File: src/rtl/mem_access_ctrl.sv
// Memory-stage access controller: issues one SRAM-like bus transaction per M-stage
// memory instruction, stalls the pipeline until it completes, and returns extended load data.
module mem_access_ctrl #(
  parameter int ADDR_W = 32,
  parameter int DATA_W = 32
) (
  input  logic              clk,
  input  logic              rst,
  input  logic              memenM,
  input  logic [3:0]        memwriteM,
  input  logic [ADDR_W-1:0] aluoutM,
  input  logic [DATA_W-1:0] writedataM,
  input  logic [2:0]        loadtypeM,
  input  logic              flushM,
  output logic              data_req,
  output logic              data_wr,
  output logic [1:0]        data_size,
  output logic [3:0]        data_wstrb,
  output logic [ADDR_W-1:0] data_addr,
  output logic [DATA_W-1:0] data_wdata,
  input  logic              data_addr_ok,
  input  logic              data_data_ok,
  input  logic [DATA_W-1:0] data_rdata,
  output logic              stallM,
  output logic [DATA_W-1:0] readdataM
);

  typedef enum logic [1:0] {IDLE, ADDR, DATA, DONE} state_t;

  localparam logic [2:0] LT_LB  = 3'b001;
  localparam logic [2:0] LT_LBU = 3'b010;
  localparam logic [2:0] LT_LH  = 3'b011;
  localparam logic [2:0] LT_LHU = 3'b100;

  state_t              state, state_next;
  logic                issue, capture;
  logic [1:0]          req_size;
  logic [DATA_W-1:0]   req_wdata;
  logic [2:0]          ltype_q;
  logic [7:0]          load_byte;
  logic [15:0]         load_half;
  logic [DATA_W-1:0]   load_ext;

  // Bus request decode: stores size themselves from the strobe count, loads from the load type.
  always_comb begin
    req_size  = 2'b10;
    req_wdata = writedataM;
    if (|memwriteM) begin
      case (memwriteM)
        4'b0001, 4'b0010, 4'b0100, 4'b1000: req_size = 2'b00;
        4'b0011, 4'b1100:                   req_size = 2'b01;
        default:                            req_size = 2'b10;
      endcase
    end else begin
      case (loadtypeM)
        LT_LB, LT_LBU: req_size = 2'b00;
        LT_LH, LT_LHU: req_size = 2'b01;
        default:       req_size = 2'b10;
      endcase
    end
    case (req_size)
      2'b00:   req_wdata = {4{writedataM[7:0]}};
      2'b01:   req_wdata = {2{writedataM[15:0]}};
      default: req_wdata = writedataM;
    endcase
  end

  always_comb begin
    state_next = state;
    stallM     = 1'b0;
    data_req   = 1'b0;
    issue      = 1'b0;
    capture    = 1'b0;
    case (state)
      IDLE: begin
        if (memenM && !flushM) begin
          issue      = 1'b1;
          stallM     = 1'b1;
          state_next = ADDR;
        end
      end
      ADDR: begin
        data_req = 1'b1;
        stallM   = 1'b1;
        if (data_addr_ok) begin
          if (data_data_ok) begin
            capture    = 1'b1;
            state_next = DONE;
          end else begin
            state_next = DATA;
          end
        end
      end
      DATA: begin
        stallM = 1'b1;
        if (data_data_ok) begin
          capture    = 1'b1;
          state_next = DONE;
        end
      end
      DONE: state_next = IDLE;
      default: state_next = IDLE;
    endcase
  end

  // Big-endian lane order: offset 0 is the most significant byte of the bus word.
  always_comb begin
    case (data_addr[1:0])
      2'b00:   load_byte = data_rdata[31:24];
      2'b01:   load_byte = data_rdata[23:16];
      2'b10:   load_byte = data_rdata[15:8];
      default: load_byte = data_rdata[7:0];
    endcase
    load_half = data_addr[1] ? data_rdata[15:0] : data_rdata[31:16];
    case (ltype_q)
      LT_LB:   load_ext = {{24{load_byte[7]}}, load_byte};
      LT_LBU:  load_ext = {24'h000000, load_byte};
      LT_LH:   load_ext = {{16{load_half[15]}}, load_half};
      LT_LHU:  load_ext = {16'h0000, load_half};
      default: load_ext = data_rdata;
    endcase
    if (data_wr)
      load_ext = '0;
  end

  always_ff @(posedge clk) begin
    if (rst) begin
      state      <= IDLE;
      data_wr    <= 1'b0;
      data_size  <= 2'b00;
      data_wstrb <= 4'b0000;
      data_addr  <= '0;
      data_wdata <= '0;
      ltype_q    <= 3'b000;
      readdataM  <= '0;
    end else begin
      state <= state_next;
      if (issue) begin
        data_wr    <= |memwriteM;
        data_size  <= req_size;
        data_wstrb <= memwriteM;
        data_addr  <= aluoutM;
        data_wdata <= req_wdata;
        ltype_q    <= loadtypeM;
      end
      if (capture)
        readdataM <= load_ext;
    end
  end

endmodule

File: config.mk
export PLATFORM = sky130hd
export DESIGN_NAME = mem_access_ctrl
export DESIGN_NICKNAME = d
export VERILOG_FILES = /design/src/rtl/mem_access_ctrl.sv
export SDC_FILE = /design/constraint.sdc
export NUM_CORES = 1
export LEC_CHECK = 0
export ABC_CLOCK_PERIOD_IN_PS = 4300
export CAP_MARGIN = 10
export CELL_PAD_IN_SITES_DETAIL_PLACEMENT = 2
export CELL_PAD_IN_SITES_GLOBAL_PLACEMENT = 2
export CORE_AREA = 2 2 145 147
export CTS_BUF_LIST = sky130_fd_sc_hd__clkbuf_16
export CTS_CLUSTER_SIZE = 28
export DETAILED_ROUTE_END_ITERATION = 10
export DIE_AREA = 0 0 147 149
export PLACE_DENSITY_LB_ADDON = 0.1
export SYNTH_ARGS = -nofsm -noshare
export SYNTH_HDL_FRONTEND = slang
export SYNTH_SLANG_ARGS = --single-unit
export TNS_END_PERCENT = 50
File: constraint.sdc
create_clock -name clk -period 4.3 [get_ports clk]
set_input_delay 0.86 -clock clk [delete_from_list [all_inputs] [get_ports clk]]
set_output_delay 0.86 -clock clk [all_outputs]
set_load 0.03 [all_outputs]
# Yosys cells after proc, flatten, opt, wreduce, memory -nomap -nowiden
# Index checks and enable logic that the tools add are counted.
# totals
in_bits	109
register_bits	108
wordCells	63
output_inout_bits	105
# op_classes
n_eq_ne	23
reduce_logical	12
mux	20
# op_table
op	count
$pmux 32 s4	1
$pmux 32 s2	1
$mux 32	1
$pmux 8 s3	1
$mux 16	1
$eq 3x2->1 const B	4
$eq 4x2->1 const B	2
$eq 4x4->1 const B	2
$mux 2	4
$pmux 2 s2	2
$pmux 2 s4	1
$reduce_or 2->1	4
$reduce_or 4->1	2
$eq 2x1->1 const B	3
$eq 2x2->1 const B	3
$eq 3x1->1 const B	2
$eq 3x3->1 const B	2
$logic_not 2->1	3
$mux 1	6
$ne 2x2->1 const B	3
$eq 4x1->1 const B	1
$eq 4x3->1 const B	1
$pmux 1 s2	2
$reduce_and 3->1	1
2 further kinds	2

# Longest topological paths before layout
# logic_depth
ltp_word	6
depth_mapped	9
ltp_nobuf	6

# Worst setup path before layout
# OpenSTA, ideal clock, no wires.
# synth_path
kind	in2out
from	in flushM
to	out stallM
path_stages	5
arrival_ns	2.113
path_slack_ns	1.327
required_ns	3.440
path_buffers	1
path_cell_list	nand2b_1 > nor2_1 > clkbuf_1 > nor2_1 > nor2_1
# synth_between
elab_chain_len	4
# synth_rtl
item	line	text
start, declared	14	input logic flushM,
$logic_not 1->1	76	if (memenM && !flushM) begin
$logic_and 1x1->1	76	
$mux 1	76	
$pmux 1 s2	74	case (state)
end, declared	24	output logic stallM,
# No other way between the ends.

# Final worst setup path
# Same ends and word-level chain as after synthesis.

==> impl_results.md <==
- Setup Skew: 0.00831 ns
- Synth top area cells: dfxtp_1, nand2_1, a21oi_1
- RSZ-0062 raised after global routing: false
- Max stage delay cell, worst path: clkdlybuf4s50_1
- Crit Path Class: in2out
- Core footprint: 0.0206 mm²
- CP peak stage delay: 0.68 ns
- CP cell instances: clkdlybuf4s50_1 -> nand2b_1 -> nor2_4 -> nor2_1 -> nor2_1 -> clkdlybuf4s50_1
- Top cell type's share of synthesized area: 0.431
- Syn_nets: 733
- Yosys top cell by area: dfxtp_1
- Cts hold-fix bufs: 0
- DRC violations left: 0
- Dpl hpwl: 14,900 µm
- Critical path's top delay family: buffers and inverters
- Wirelength per Cell: 18.5 µm
- Hold Fails Final Rpt: 0
- Die Y: 149 µm
- Asr flop ratio synth: 0
- Combinational share of power: 0.383
- Post-route clock period utilization: 0.762
- Seq/Total Area, Yosys: 0.431
- Yosys warns: 0
- Max-cap violations: 0
- Setup_tns: 0 ns
- Critical path endpoint category: primary output
- Static Leak: 2.70 nW
- Avg Inst Size Synth: 8.11 µm²
- 1st-pass router iterations: 4
- Setup Slack @ Placement: 1.02 ns
- Ant. Diodes: 0
- Die area: 0.0219 mm²
- EDFF count, synth: 0
- Die Span X: 147 µm
- Peak supply drop: 0.000176 V
- Initial Utilization: 0.244
- Post-DRT Antenna Nets: 0
- Critical Path Start Type: input port
- Max Transition Viols Final: 0
- Power Internal: 2.11 mW
- Vias post-DR: 5,208
- Postcts setup bufs: 0
- Yosys cell types: 45
- Share of layout cells above drive strength 1: 0.0556
- Area grow syn2layout: 53.1%
- Clock sink count: 108
- Multi-input gate area: 0.00265 mm²
- Clock transition at path regs: 0.08 ns
- First DRT Iteration DRCs: 126
- CTS Buf Count: 9
- Resized Gates After CTS: 0
- Most frequent cells in the layout: clkdlybuf4s50_1, nand2_1, dfxtp_1, a21oi_1, nor2_1
- Flip-flop and latch area: 0.00216 mm²
- Sw power: 1.29 mW
- Maximum clock rate: 305 MHz
- Worst-path fanout max: 3
- CTS tree: built
- Initial antenna violation count: 0
- Critical Path RT: 3.44 ns
- Seq cells post-synth: 108
- Pwr Density: 442 mW/mm²
- Number of H-tree levels: 3
- Worst Hold Class: reg2reg
- Mapped Cells: 619
- Total Nets Final: 918
- Clk Latency, worst-skew pair: 0.35 ns
- First-pass GRT wire length: 31,400 µm
- Gpl congestion: 0.797
- Relative slew slack: 0.352
- R2R Setup Slk: 1.75 ns
- Final worst slack: 1.02 ns
- GRT overflow: 0
- Core Rows: 53
- Setup violators final: 0
- Fillers: 2,315
- Sequential share of power: 0.357
- Ys flop type: dfxtp_1
- Buf/Inv on CP: 2
- Critical Path AT: 2.42 ns
- Max clock buf depth: 2
- Clk network pwr share: 0.260
- Largest net degree at the start of global routing: 91
- Commonest non-fill, non-tap cell in the layout: clkdlybuf4s50_1
- Synthesized area: 0.00502 mm²
- DR vias/cell: 4.80
- Switch share: 0.380
- Routed wire length: 20,000 µm
- CTS Root Cell: clkbuf_16
- Fin crit period: 3.28 ns
- I/O Pins: 214
- Status: complete, no violations
- Worst-Margin Slew: 0.964 ns
- Number of global-route vias before repair: 5,679
- Overall Global Routing Usage: 0.182
- Port bufs: 213
power groups by stage:
stage / logic [mW] / clock network (mW) / registers [mW]
after floorplan: 0.550 / 0 / 1.44
after global placement: 1.28 / 0 / 1.23
after detailed placement: 1.32 / 0 / 1.24
after CTS: 1.33 / 0.924 / 1.22
after global routing: 1.41 / 0.969 / 1.23
final: 1.30 / 0.884 / 1.21
worst paths after layout:
path / to / start / cells past startpoint
worst max-delay path: stallM / flushM / 6
worst min-delay path: readdataM[22]$_SDFFE_PP0P_ / readdataM[22]$_SDFFE_PP0P_ / 2
worst max register to register: readdataM[31]$_SDFFE_PP0P_ / data_addr[1]$_SDFFE_PP0P_ / 5
worst min register to register: readdataM[22]$_SDFFE_PP0P_ / readdataM[22]$_SDFFE_PP0P_ / 2
area by class of cell:
| class | instances | share of cell area |
|---|---|---|
| multi-input cells | 456 | 0.344 |
| repair buffers | 222 | 0.286 |
| flip-flops and latches | 108 | 0.281 |
| well taps | 275 | 0.0448 |
| clock buffers | 9 | 0.0293 |
| clock inverters | 7 | 0.0111 |
| inverters | 7 | 0.00342 |
kinds of logic after synthesis:
logic type | Yosys count | synth area share
mux | 40 | 0.0808
compound gates | 191 | 0.249
xor+xnor | 4 | 0.00698
simple gates | 216 | 0.174
buf+inv | 55 | 0.0464
flops | 108 | 0.431
fa+ha+maj | 5 | 0.0125
Yosys cell counts (4+ instances only):
cell,instances
buf_2,6
o31ai_1,16
o2bb2ai_1,5
a221oi_1,6
o21ai_2,11
a22oi_1,11
mux2i_1,39
nor2_1,60
nand2b_1,4
a21o_1,4
nor3_1,4
o22ai_1,8
o21ai_0,9
nand2_1,136
inv_1,6
a211oi_1,28
buf_1,5
clkbuf_1,34
a21oi_1,78
ha_1,5
dfxtp_1,108
o21bai_1,5
routing by layer:
layer,global-route usage,wire length (µm),up-vias
li1,-,-,2532
met1,0.199,8020,2531
met2,0.331,10100,130
met3,0.0694,1580,15
met4,0.0490,292,0
met5,0,0,-
tightest hold or removal path, delay by kind of cell, from the launching register on:
kind,cells,cell delay (ns)
AO/OA/AOI/OAI,1,0.04
flip-flops,1,0.33
AND/OR/NAND/NOR,1,0.06
stage by stage:
step,power [mW],hold WS (ns),util,std cells,cell area (µm²)
final,3.40,0.456,0.374,1084,7680
after global routing,3.62,0.482,0.374,1084,7680
after CTS,3.47,0.464,0.374,1084,7680
after detailed placement,2.56,0.446,0.359,1068,7370
after global placement,2.50,0.434,0.359,1068,7370
after floorplan,1.99,0.572,-,619,5020
registers in the layout (all words and copies together), names as in the netlist:
signal / flops
data_addr: 32
data_wdata: 32
readdataM: 32
data_wstrb: 4
ltype_q: 3
data_size: 2
state: 2
data_wr: 1
Note: power is estimated with default switching activity, not from simulation.
